File: src/rtl/spi_adc_scanner_if.sv
// Bundle for the serial-ADC scanner: trigger/config inputs, SPI pins and result outputs.
// The master side is the time base / ADC / consumer; the slave side is the scanner.
interface spi_adc_scanner_if #(
    parameter int N_CH   = 8,
    parameter int CH_W   = 3,
    parameter int DATA_W = 12
);
    logic                     trig;
    logic [N_CH-1:0]          ch_mask;
    logic                     scan_up;
    logic                     ovr_clr;
    logic                     miso;
    logic                     cs_l;
    logic                     sclk;
    logic                     mosi;
    logic                     busy;
    logic                     res_valid;
    logic [DATA_W-1:0]        res_data;
    logic [CH_W-1:0]          res_ch;
    logic [N_CH*DATA_W-1:0]   bank;
    logic                     ovr;

    modport master (
        output trig, ch_mask, scan_up, ovr_clr, miso,
        input  cs_l, sclk, mosi, busy, res_valid, res_data, res_ch, bank, ovr
    );

    modport slave (
        input  trig, ch_mask, scan_up, ovr_clr, miso,
        output cs_l, sclk, mosi, busy, res_valid, res_data, res_ch, bank, ovr
    );
endinterface

File: src/rtl/spi_adc_scanner.sv
// Triggered serial-ADC channel scanner with a per-channel result bank.
// Optional sticky overrun flag: define SPI_ADC_SCANNER_OVERRUN_EN.
module spi_adc_scanner #(
    parameter int N_CH      = 8,
    parameter int CH_W      = 3,
    parameter int DATA_W    = 12,
    parameter int LEAD_BITS = 4,
    parameter int ADDR_POS  = 2,
    parameter int TPB       = 4
) (
    input  logic               clk,
    input  logic               ares,
    spi_adc_scanner_if.slave   bus
);
    localparam int F      = LEAD_BITS + DATA_W;
    localparam int BIT_W  = (F > 1) ? $clog2(F) : 1;
    localparam int TICK_W = $clog2(TPB);

    typedef enum logic [1:0] {IDLE, FRAME, DONE} state_e;

    state_e                  state_q, state_d;
    logic [TICK_W-1:0]       tick_q, tick_d;
    logic [BIT_W-1:0]        bit_q, bit_d;
    logic [CH_W-1:0]         ch_cur_q, ch_cur_d;
    logic [CH_W-1:0]         ch_nxt_q, ch_nxt_d;
    logic [DATA_W-1:0]       shift_q, shift_d;
    logic [DATA_W-1:0]       res_data_q, res_data_d;
    logic [CH_W-1:0]         res_ch_q, res_ch_d;
    logic [N_CH*DATA_W-1:0]  bank_q, bank_d;
    logic [CH_W-1:0]         scan_ch;
    logic                    cs_l, sclk, mosi;

    // The address sent now selects the channel converted in the *next* frame.
    always_comb begin
        int  idx;
        logic found;
        scan_ch = ch_cur_q;
        found   = 1'b0;
        idx     = 0;
        for (int i = 1; i <= N_CH; i++) begin
            idx = bus.scan_up ? (int'(ch_cur_q) + i) % N_CH
                              : (int'(ch_cur_q) - i + N_CH) % N_CH;
            if (!found && bus.ch_mask[CH_W'(idx)]) begin
                scan_ch = CH_W'(idx);
                found   = 1'b1;
            end
        end
    end

    always_comb begin
        state_d    = state_q;
        tick_d     = tick_q;
        bit_d      = bit_q;
        ch_cur_d   = ch_cur_q;
        ch_nxt_d   = ch_nxt_q;
        shift_d    = shift_q;
        res_data_d = res_data_q;
        res_ch_d   = res_ch_q;
        bank_d     = bank_q;
        case (state_q)
            IDLE: begin
                if (bus.trig && (bus.ch_mask != '0)) begin
                    state_d  = FRAME;
                    tick_d   = '0;
                    bit_d    = '0;
                    ch_nxt_d = scan_ch;
                end
            end
            FRAME: begin
                if (tick_q == TICK_W'(TPB / 2))
                    shift_d = {shift_q[DATA_W-2:0], bus.miso};
                if (tick_q == TICK_W'(TPB - 1)) begin
                    tick_d = '0;
                    if (bit_q == BIT_W'(F - 1)) begin
                        // Publish on the way out so results are visible in the DONE cycle.
                        state_d    = DONE;
                        bit_d      = '0;
                        res_data_d = shift_d;
                        res_ch_d   = ch_cur_q;
                        bank_d[ch_cur_q*DATA_W +: DATA_W] = shift_d;
                        ch_cur_d   = ch_nxt_q;
                    end else begin
                        bit_d = bit_q + 1'b1;
                    end
                end else begin
                    tick_d = tick_q + 1'b1;
                end
            end
            DONE:    state_d = IDLE;
            default: state_d = IDLE;
        endcase
    end

    always_ff @(posedge clk or posedge ares) begin
        if (ares) begin
            state_q    <= IDLE;
            tick_q     <= '0;
            bit_q      <= '0;
            ch_cur_q   <= '0;
            ch_nxt_q   <= '0;
            shift_q    <= '0;
            res_data_q <= '0;
            res_ch_q   <= '0;
            bank_q     <= '0;
        end else begin
            state_q    <= state_d;
            tick_q     <= tick_d;
            bit_q      <= bit_d;
            ch_cur_q   <= ch_cur_d;
            ch_nxt_q   <= ch_nxt_d;
            shift_q    <= shift_d;
            res_data_q <= res_data_d;
            res_ch_q   <= res_ch_d;
            bank_q     <= bank_d;
        end
    end

    always_comb begin
        cs_l = 1'b1;
        sclk = 1'b1;
        mosi = 1'b0;
        if (state_q == FRAME) begin
            cs_l = 1'b0;
            sclk = (tick_q >= TICK_W'(TPB / 2));
            for (int j = 0; j < CH_W; j++)
                if (bit_q == BIT_W'(ADDR_POS + j))
                    mosi = ch_nxt_q[CH_W-1-j];
        end
    end

    assign bus.cs_l      = cs_l;
    assign bus.sclk      = sclk;
    assign bus.mosi      = mosi;
    assign bus.busy      = (state_q == FRAME);
    assign bus.res_valid = (state_q == DONE);
    assign bus.res_data  = res_data_q;
    assign bus.res_ch    = res_ch_q;
    assign bus.bank      = bank_q;

`ifdef SPI_ADC_SCANNER_OVERRUN_EN
    logic ovr_q, ovr_d;

    // A set event beats a simultaneous clear.
    always_comb begin
        ovr_d = ovr_q;
        if (bus.trig && (state_q != IDLE))
            ovr_d = 1'b1;
        else if (bus.ovr_clr)
            ovr_d = 1'b0;
    end

    always_ff @(posedge clk or posedge ares) begin
        if (ares) ovr_q <= 1'b0;
        else      ovr_q <= ovr_d;
    end

    assign bus.ovr = ovr_q;
`else
    logic unused_ovr_clr;
    assign unused_ovr_clr = bus.ovr_clr;
    assign bus.ovr        = 1'b0;
`endif
endmodule

File: src/flat_wrapper.sv
// flat-port wrapper written by rule: the top's interface ports become plain ports
module spi_adc_scanner_flat 
#(
    parameter int N_CH      = 8,
    parameter int CH_W      = 3,
    parameter int DATA_W    = 12,
    parameter int LEAD_BITS = 4,
    parameter int ADDR_POS  = 2,
    parameter int TPB       = 4
)
  (clk, ares, bus_trig, bus_ch_mask, bus_scan_up, bus_ovr_clr, bus_miso, bus_cs_l, bus_sclk, bus_mosi, bus_busy, bus_res_valid, bus_res_data, bus_res_ch, bus_bank, bus_ovr);
  spi_adc_scanner_if #(.N_CH(N_CH), .CH_W(CH_W), .DATA_W(DATA_W)) bus_i ();
  input  logic clk;
  input  logic ares;
  input wire logic [$bits(bus_i.trig)-1:0] bus_trig;
  input wire logic [$bits(bus_i.ch_mask)-1:0] bus_ch_mask;
  input wire logic [$bits(bus_i.scan_up)-1:0] bus_scan_up;
  input wire logic [$bits(bus_i.ovr_clr)-1:0] bus_ovr_clr;
  input wire logic [$bits(bus_i.miso)-1:0] bus_miso;
  output wire logic [$bits(bus_i.cs_l)-1:0] bus_cs_l;
  output wire logic [$bits(bus_i.sclk)-1:0] bus_sclk;
  output wire logic [$bits(bus_i.mosi)-1:0] bus_mosi;
  output wire logic [$bits(bus_i.busy)-1:0] bus_busy;
  output wire logic [$bits(bus_i.res_valid)-1:0] bus_res_valid;
  output wire logic [$bits(bus_i.res_data)-1:0] bus_res_data;
  output wire logic [$bits(bus_i.res_ch)-1:0] bus_res_ch;
  output wire logic [$bits(bus_i.bank)-1:0] bus_bank;
  output wire logic [$bits(bus_i.ovr)-1:0] bus_ovr;
  assign bus_i.trig = bus_trig;
  assign bus_i.ch_mask = bus_ch_mask;
  assign bus_i.scan_up = bus_scan_up;
  assign bus_i.ovr_clr = bus_ovr_clr;
  assign bus_i.miso = bus_miso;
  assign bus_cs_l = bus_i.cs_l;
  assign bus_sclk = bus_i.sclk;
  assign bus_mosi = bus_i.mosi;
  assign bus_busy = bus_i.busy;
  assign bus_res_valid = bus_i.res_valid;
  assign bus_res_data = bus_i.res_data;
  assign bus_res_ch = bus_i.res_ch;
  assign bus_bank = bus_i.bank;
  assign bus_ovr = bus_i.ovr;
  spi_adc_scanner #(.N_CH(N_CH), .CH_W(CH_W), .DATA_W(DATA_W), .LEAD_BITS(LEAD_BITS), .ADDR_POS(ADDR_POS), .TPB(TPB)) u_core (.clk(clk), .ares(ares), .bus(bus_i));
endmodule
File: config.mk
export PLATFORM = sky130hd
export DESIGN_NAME = spi_adc_scanner_flat
export DESIGN_NICKNAME = d
export VERILOG_FILES = /design/src/rtl/spi_adc_scanner_if.sv /design/src/rtl/spi_adc_scanner.sv /design/src/flat_wrapper.sv
export SDC_FILE = /design/constraint.sdc
export NUM_CORES = 1
export LEC_CHECK = 0
export ABC_AREA = 1
export CORE_AREA = 5 5 107 149
export DETAILED_ROUTE_END_ITERATION = 8
export DIE_AREA = 0 0 112 154
export GPL_TIMING_DRIVEN = 0
export PLACE_DENSITY_LB_ADDON = 0.25
export SYNTH_ARGS = -nofsm -noshare
export SYNTH_HDL_FRONTEND = slang
export SYNTH_SLANG_ARGS = --single-unit
File: constraint.sdc
create_clock -name clk -period 5 [get_ports clk]
set_input_delay 0.75 -clock clk [delete_from_list [all_inputs] [get_ports clk]]
set_output_delay 0.75 -clock clk [all_outputs]
set_load 0.02 [all_outputs]
==> results of run 1 <==
per-layer routing:
metal,track usage (%),routed length (um),vias to the layer above
met5,0,0,-
met4,10.8,884,0
met3,4.13,1220,64
met2,46.8,11500,275
met1,30.5,8570,3363
li1,-,-,3487
cell families after synthesis:
kind of cell,count (synthesis)
flops,137
other cells,1
mux,16
compound gates,203
simple gates,458
xor+xnor,4
fa+ha+maj,14
buf+inv,126
power by group:
group          switching (W)  internal, W  total (W)
logic               0.000387     0.000159   0.000545
clock network       0.000546     0.000758    0.00130
registers          0.0000391      0.00117    0.00121
state kept, by name (all words and copies together), names as in the netlist:
| signal | count |
|---|---|
| u_core.bit_q | 4 |
| u_core.bus.res_ch | 3 |
| u_core.bus.res_data | 12 |
| u_core.ch_nxt_q | 3 |
| u_core.ch_cur_q | 3 |
| u_core.state_q | 2 |
| u_core.shift_q | 12 |
| u_core.tick_q | 2 |
| u_core.bus.bank | 96 |
worst max-delay path, stage by stage, from the launching register on:
cell and delay, ps:
dfrtp_1 390, buf_6 160, inv_2 140, buf_2 260, buf_1 670, ha_1 350, nand2_1 130, nor2_2 160
ha_1 300, inv_1 220, nor2_1 260, nand3_1 100, inv_1 220, nand2_1 240, o31ai_1 340
layout make-up:
type	instances	area, um^2	share of cell area [%]
clock inverter	15	185	1.90
multi-input combinational	696	3650	37.3
buffer	31	174	1.78
timing repair buffer	129	1310	13.4
clock buffer	17	425	4.35
inverter	95	365	3.74
tap	189	236	2.42
sequential	137	3430	35.1
synthesized netlist by cell type (10+ instances only):
| master | instances |
|---|---|
| nand2_1 | 277 |
| dfrtp_1 | 137 |
| o21ai_0 | 96 |
| inv_1 | 79 |
| nor2_1 | 70 |
| nand3_1 | 64 |
| o21ai_1 | 29 |
| a31oi_1 | 22 |
| a21oi_1 | 20 |
| o31ai_1 | 18 |
| inv_2 | 12 |
| ha_1 | 11 |
| buf_2 | 10 |
| clkbuf_1 | 10 |
| nand4_1 | 10 |
final timing paths:
check,to,startpoint,slack (ps),cells after the start
min in group asynchronous,u_core.shift_q[4]$_DFFE_PP0P_,ares,760,2
setup reg to reg,u_core.bus.bank[63]$_DFFE_PP0P_,u_core.ch_cur_q[0]$_DFFE_PP0P_,950,14
hold / removal,u_core.bus.bank[79]$_DFFE_PP0P_,u_core.bus.bank[79]$_DFFE_PP0P_,480,2
max in group asynchronous,u_core.bus.bank[69]$_DFFE_PP0P_,ares,3480,3
hold reg to reg,u_core.bus.bank[79]$_DFFE_PP0P_,u_core.bus.bank[79]$_DFFE_PP0P_,480,2
setup / recovery,u_core.bus.bank[63]$_DFFE_PP0P_,u_core.ch_cur_q[0]$_DFFE_PP0P_,950,14
metrics by stage:
stage | instance area (um^2) | power, W | TNS, ps
floorplan | 7610 | 0.00158 | 0
global placement | 9130 | 0.00175 | -169540
detailed placement | 9160 | 0.00177 | 0
CTS | 9770 | 0.00306 | 0
global route | 9770 | 0.00320 | 0
finish | 9770 | 0.00306 | 0
==> metrics.txt, run 1 <==
outcome=finished, final reports clean; clock sink count=137; CTS root buf=clkbuf_16; worst min path class=flip-flop to flip-flop; fin. max-slew vios=0; GRT overflow=0; FP Rows=52; total CTS buffers=17; Crit. End Element=flip-flop; largest net degree at the start of global routing=80; xor and xnor area share after synthesis=1.00%; largest family of logic cells by synthesized area=simple AND/OR/NAND/NOR gates; f_max=0.247 GHz; FILL cells=1242; Setup CP Type=flip-flop to flip-flop; Die Span X=112 um; Placeable Area=14400 um^2; worst-margin pin slew=1060 ps; DRT antenna net count=0; commonest cells after routing, fill and taps aside=nand2_1 (277), dfrtp_1 (137), clkdlybuf4s50_1 (128); Crit Path Max Fanout=13; Post-CTS Setup Bufs=0; FF+latch count, synth=137; post-route clock period utilization=81.0%; Worst setup SP type=flip-flop; Post-Place Setup Slack=939 ps; layout cells sized above 1=9.46%; drt first pass iters=5; commonest non-fill, non-tap cell in the layout=nand2_1; asr flop ratio synth=100%; initial core utilization=52.9%; Mapped Cells=959; yosys warns=0; Final Skew=9.52 ps; Yosys cell types=53; Pleak=4.48 nW; non-filler cells, final=1309; EDFF count, synth=0; Final Util=68.0%; clock buffer depth=2; Syn Nets=987; Inst Count DP=1277; Final Worst Setup Slack=949 ps; final WL=22.2 mm; Area growth syn-to-layout=28.4%; max_cap viols=0; Fin. Hold Viols=0; Synth Flop Type=dfrtp_1; largest area contributor in the netlist=dfrtp_1; Clk Latency, worst-skew pair=420 ps; pwr dens=313 nW/um^2; 1st-iter DRT viols=580; Crit path arrival time=4370 ps; drt via density=5.49; Final min period=4050 ps; required time worst endpoint=5320 ps; mux cell area share after synthesis=2.50%; routed via count=7189; RSZ-0062 raised after global routing=no; full die area=17200 um^2; sequential-to-total area share from yosys stat=45.0%; Synth Area in Simple Gates=26.3%; Max transition margin=28.3%; syn_area_per_cell=7.94 um^2; # DRC=0; Die Y=154 um; WHS=482 ps; Synth Area in Compound Gates=15.5%; CTS tree=built; Layout Nets=1135; GRT Overall Usage=25.9%; first-pass GRT wire length=35.9 mm; Area contributors post-synth=dfrtp_1 (45%), nand2_1 (14%), o21ai_0 (6.3%), nand3_1 (4.2%), inv_1 (3.9%); worst vdd ir=0.239 mV; antenna violations before repair=0; Ports=131; Synth top area share=45.0%; H-tree depth=4; post-DR wirelength/cell=17.0 um; cts hold-fix bufs=0; mapped cell area=7610 um^2; number of inserted diodes=0; PostCTS Resize Cnt=0; Post-DP HPWL=16.7 mm; Port Buffers=128; clock transition at the registers of the reported paths=70 ps; vias in the first global route=6966; Finish-stage setup viols=0; Synth Area in Adders=2.60%; GP Congestion=0.941
Note: power is estimated with default switching activity, not from simulation.
==> inputs of run 2 (changes only) <==
Settings changed: CORE_AREA 5 5 107 149 to 5 5 112 156, DIE_AREA 0 0 112 154 to 0 0 117 161.
Clock period 5 ns to 3.3 ns, I/O delays scaled along.
==> metrics.txt, run 2 (same netlist as run 1, synthesis figures left out) <==
fin. max-slew vios=0 (unchanged); Port Buffers=128 (unchanged); largest net degree at the start of global routing=42 (-48%); Clk Latency, worst-skew pair=420 ps (about the same); Crit path top cell by count=nand2_4; CTS root buf=clkbuf_16; commonest cells after routing, fill and taps aside=nand2_1 (273), dfrtp_1 (137), clkdlybuf4s50_1 (128); final WL=23.2 mm (+4.4%); Area growth syn-to-layout=30.6%; layout cells sized above 1=11.8% (+2.3 points); # DRC=0 (unchanged); Crit Path Max Fanout=17 (+4); commonest non-fill, non-tap cell in the layout=nand2_1; initial core utilization=47.7% (-5.3 points); number of inserted diodes=0 (unchanged); Final Skew=7.76 ps (-1.76 ps); crit path cell chain=buf_6 -> inv_4 -> buf_6 -> ha_2 -> nor2_8 -> nand2_4 -> nor2_1 -> nand2_4 -> nand2_1 -> inv_2 -> nand2_4 -> inv_2 -> buf_6 -> nand2_4 -> mux2_4; post-route clock period utilization=96.2% (+15 points); Crit path arrival time=3480 ps (-890 ps); post-DR wirelength/cell=17.5 um (+3.0%); clock transition at the registers of the reported paths=70 ps (about the same); max reg flops=96 (unchanged); Crit path max-delay family=simple AND/OR/NAND/NOR gates; 1st-iter DRT viols=545 (-6.0%); routed via count=7227 (+0.53%); Crit. End Element=flip-flop; full die area=18800 um^2 (+9.2%); f_max=0.315 GHz (+28%); Max transition margin=27.3% (-0.98 points); max_cap viols=0 (unchanged); CTS tree=built; GP Congestion=0.955 (+1.5%); Finish-stage setup viols=0 (unchanged); drt first pass iters=5 (unchanged); drt via density=5.45 (-0.76%); CP max stage cell=dfrtp_1; Ports=131 (unchanged); RSZ-0062 raised after global routing=yes; DRT antenna net count=0 (unchanged); GRT Overall Usage=24.9% (-0.99 points); Placed Area=9210 um^2 (+0.48%); antenna violations before repair=0 (unchanged); first-pass GRT wire length=36.7 mm (+2.1%); crit path buf inv count=6 (unchanged); Die Y=161 um (+4.5%); Design Area, Final=9940 um^2 (+1.8%); required time worst endpoint=3610 ps (-1710 ps); worst vdd ir=0.355 mV (+49%); Placeable Area=16000 um^2 (+11%); Die Span X=117 um (+4.5%); GRT overflow=0 (unchanged); Final min period=3170 ps (-876 ps); FILL cells=1419 (+14%); setup TNS=0 ps (unchanged); Fin. Hold Viols=0 (unchanged); outcome=finished, final reports clean; total CTS buffers=17 (unchanged); H-tree depth=4 (unchanged); cts hold-fix bufs=0 (unchanged); FP Rows=55 (+5.8%); pwr dens=471 nW/um^2 (+50%); clock buffer depth=2 (unchanged); worst min path class=flip-flop to flip-flop; Pleak=4.54 nW (+1.3%); vias in the first global route=7064 (+1.4%); clock sink count=137 (unchanged); Setup CP Type=flip-flop to flip-flop; Post-DP HPWL=17.5 mm (+4.8%); Worst setup SP type=flip-flop; Total Power=0.00468 W (+53%); biggest cell delay along the critical path=400 ps (-270 ps); worst-margin pin slew=1080 ps (+14.6 ps); Layout Nets=1142 (+0.62%)
-- run 2: changes by cell type in the layout (fill, tap and decap cells not counted), sizes merged --
cell,change
clkbuf,+1
buf,+7
clkinvlp,+1
clkinv,-1
inv,-1
-- run 2: path summary, 6_finish.rpt --
kind,cells after the start,slack [ps],end,from
setup / recovery,15,130,u_core.bus.bank[16]$_DFFE_PP0P_,u_core.ch_cur_q[0]$_DFFE_PP0P_
hold / removal,2,480,u_core.bus.bank[58]$_DFFE_PP0P_,u_core.bus.bank[58]$_DFFE_PP0P_
setup reg to reg,15,130,u_core.bus.bank[16]$_DFFE_PP0P_,u_core.ch_cur_q[0]$_DFFE_PP0P_
hold reg to reg,2,480,u_core.bus.bank[58]$_DFFE_PP0P_,u_core.bus.bank[58]$_DFFE_PP0P_
max in group asynchronous,4,1970,u_core.bus.res_data[0]$_DFFE_PP0P_,ares
min in group asynchronous,2,490,u_core.bus.bank[92]$_DFFE_PP0P_,ares
-- run 2: stage by stage --
step / utilization, % / instances / worst slack, ps / hold WS (ps)
after floorplan: - / 959 / 154 / 449
after global placement: 57.3 / 1286 / -648 / 464
after detailed placement: 57.7 / 1289 / -666 / 469
after CTS: 61.7 / 1320 / -16.7 / 485
after global routing: 62.3 / 1326 / -4.60 / 508
final: 62.3 / 1326 / 125 / 483
-- run 2: repair_timing --
item,in CTS,in global routing
resized for setup,11,17
pin swaps,1,3
setup endpoints to repair,99,71
setup buffers,0,6
hold endpoints to repair,0,0
-- run 2: layout make-up --
cell class	count	area (um^2)	share of cell area [%]
inverters	95	373	3.75
well taps	199	249	2.50
multi-input cells	696	3710	37.3
clock inverters	14	179	1.80
flip-flops and latches	137	3430	34.5
repair buffers	137	1390	13.9
clock buffers	18	439	4.42
plain buffers	30	178	1.79
-- run 2: worst reg2reg max path: cells and delay by family (launching register included) --
kind	cells	cell delay, ps
adder cells (fa/ha/maj)	1	370
buffers and inverters	6	880
flip-flops	1	400
multiplexers	1	310
AND/OR/NAND/NOR	7	1120
-- run 2: where the power goes --
group	internal [W]	switching, W
Sequential	0.00177	0.0000623
Clock	0.00117	0.000849
Combinational	0.000245	0.000579
Total	0.00319	0.00149
-- run 2: routing by layer --
layer	global-route usage [%]	share of wire, %	vias up
met5	0	0	-
met4	11.1	4.2	0
met3	4.01	4.6	75
met2	44.0	52	244
met1	29.3	40	3413
li1	-	-	3495
==> inputs of run 3 (changes only) <==
Settings changed: REMOVE_ABC_BUFFERS set to 1, SLEW_MARGIN set to 10.
==> metrics.txt, run 3 (same netlist as run 1, synthesis figures left out) <==
Post-DP HPWL=15.2 mm (-13%); GRT overflow=0 (unchanged); Crit path arrival time=3510 ps (+30 ps); combinational power share=16.8% (-0.8 points); required time worst endpoint=3600 ps (about the same); FILL cells=1404 (-1.1%); max reg flops=96 (unchanged); pwr dens=477 nW/um^2 (+1.3%); post-route clock period utilization=97.4% (+1.2 points); clock buffer depth=2 (unchanged); worst min path class=input pin to async pin; Post-Place Setup Slack=-1510 ps (-845 ps); Final Worst Setup Slack=84.8 ps (-40.5 ps); Finish-stage setup viols=0 (unchanged); worst-margin pin slew=778 ps (-300 ps); Layout Nets=1119 (-2.0%); commonest non-fill, non-tap cell in the layout=nand2_1; Cell Int Power=0.00339 W (+6.2%); CTS tree=built; Pleak=4.49 nW (-1.1%); Crit. End Element=flip-flop; fin. max-slew vios=0 (unchanged); 1st-iter DRT viols=497 (-8.8%); depth of the most critical reg-to-reg path=15 (unchanged); antenna violations before repair=0 (unchanged); reg2reg start=u_core.ch_cur_q[0]$_DFFE_PP0P_; non-filler cells, final=1302 (-1.8%); CTS root buf=clkbuf_16; clock transition at the registers of the reported paths=60 ps (about the same); register area=3430 um^2 (+0.18%); Clk Latency, worst-skew pair=420 ps (about the same); DRT antenna net count=0 (unchanged); Worst setup SP type=flip-flop; Placeable Area=16000 um^2 (unchanged); Max transition margin=47.6% (+20 points); cts hold-fix bufs=0 (unchanged); routed via count=7042 (-2.6%); Port Buffers=128 (unchanged); Design Area, Final=9960 um^2 (+0.21%); GP Congestion=0.967 (+1.2%); outcome=finished, final reports clean; first-pass GRT wire length=34.1 mm (-7.0%); RSZ-0062 raised after global routing=yes; vias in the first global route=6870 (-2.7%); clock sink count=137 (unchanged); drt via density=5.41 (-0.76%); full die area=18800 um^2 (unchanged); Crit Path Max Fanout=13 (-4); post-DR wirelength/cell=16.2 um (-7.1%); commonest cells after routing, fill and taps aside=nand2_1 (271), dfrtp_1 (134), clkdlybuf4s50_1 (128); Die Y=161 um (unchanged); total CTS buffers=17 (unchanged); drt first pass iters=5 (unchanged); largest net degree at the start of global routing=92 (+120%); Final min period=3220 ps (+40.5 ps); Fin. Hold Viols=0 (unchanged); Setup CP Type=flip-flop to flip-flop; Area growth syn-to-layout=30.9%; Placed Area=9050 um^2 (-1.7%); layout cells sized above 1=12.5% (+0.71 points); CP endpoint=u_core.bus.bank[8]$_DFFE_PP0P_; f_max=0.311 GHz (-1.3%); Final Skew=10.8 ps (+3.05 ps); Ports=131 (unchanged); Inst Count DP=1258 (-2.4%); crit path from=u_core.ch_cur_q[0]$_DFFE_PP0P_; FP Rows=55 (unchanged); Die Span X=117 um (unchanged); area occupied by multi-input gates=3800 um^2 (+2.4%); setup slack, reg-to-reg=80 ps (-40 ps); Clock Power Share=44.5% (+1.3 points); number of inserted diodes=0 (unchanged); Flop pwr share=38.7% (-0.5 points); worst vdd ir=0.537 mV (+51%); max_cap viols=0 (unchanged); initial core utilization=47.7% (unchanged); NetSw=0.00136 W (-8.6%); r2r endpoint=u_core.bus.bank[8]$_DFFE_PP0P_; # DRC=0 (unchanged); Switching Share=28.7% (-3.2 points); GRT Overall Usage=22.8% (-2.2 points); final WL=21.1 mm (-8.8%); H-tree depth=4 (unchanged)
==> run 3: changes by cell type in the layout (fill, tap and decap cells not counted), moves of 5 or more <==
cell	delta
buf_6	-6
buf_4	+5
o31ai_2	+6
o31ai_1	-6
buf_2	-9
clkbuf_1	-9
==> run 3: per-stage QoR <==
stage          util (%)  total power, W  hold slack (ps)  setup TNS, ps
6_report           62.4         0.00475              468              0
5_1_grt            62.4         0.00497              499           -123
4_1_cts            61.9         0.00476              482              0
3_5_place_dp       56.7         0.00264              468        -104150
3_3_place_gp       56.2         0.00260              460        -514080
2_1_floorplan         -         0.00237              449        -153020
==> run 3: how the worst min path moves through the flow <==
stage,startpoint,to,slack [ps]
global route,ares,u_core.bus.res_data[11]$_DFFE_PP0P_,500
global placement,u_core.bus.bank[48]$_DFFE_PP0P_,u_core.bus.bank[48]$_DFFE_PP0P_,460
floorplan,u_core.ch_nxt_q[1]$_DFFE_PP0P_,u_core.ch_nxt_q[1]$_DFFE_PP0P_,450
detailed placement,u_core.bus.bank[46]$_DFFE_PP0P_,u_core.bus.bank[46]$_DFFE_PP0P_,470
CTS,u_core.bus.bank[46]$_DFFE_PP0P_,u_core.bus.bank[46]$_DFFE_PP0P_,480
finish,ares,u_core.bus.res_data[9]$_DFFE_PP0P_,470
==> run 3: layout make-up <==
class	count	area share, %
well taps	199	2.50
clock inverters	13	2.16
clock buffers	18	4.41
repair buffers	144	14.5
inverters	95	3.87
flip-flops and latches	137	34.5
multi-input cells	696	38.1
==> run 3: power groups by stage <==
stage	Clock, W	Combinational (W)	Sequential [W]
floorplan	0	0.000520	0.00185
finish	0.00211	0.000796	0.00184
global placement	0	0.000740	0.00186
CTS	0.00213	0.000795	0.00184
detailed placement	0	0.000777	0.00187
global route	0.00222	0.000905	0.00185
==> run 3: metal layers <==
layer	wire length [um]	share of wire (%)	global-route usage (%)
met1	8440	40	27.6
met2	10700	51	38.8
met3	1080	5.1	3.71
met4	872	4.1	10.7
met5	0	0	0
==> run 3: repair_timing <==
action | 4_1_cts | 5_1_grt
resized for setup | 26 | 20
endpoints found under the setup margin | 99 | 36
pin swaps | 3 | 1
cloned | 0 | 0
setup buffers | 12 | 1
==> run 3: worst max-delay path: stages, from the launching register on <==
cell and delay (ps):
dfrtp_4 470, ha_2 230, fa_2 480, inv_1 140
nand2_1 90, nor2_2 250, ha_4 260, buf_4 200
nor3_4 240, nand2_2 110, clkinv_2 110, nand3_2 100
o21ai_4 150, inv_1 70, o21ai_1 140, inv_1 60
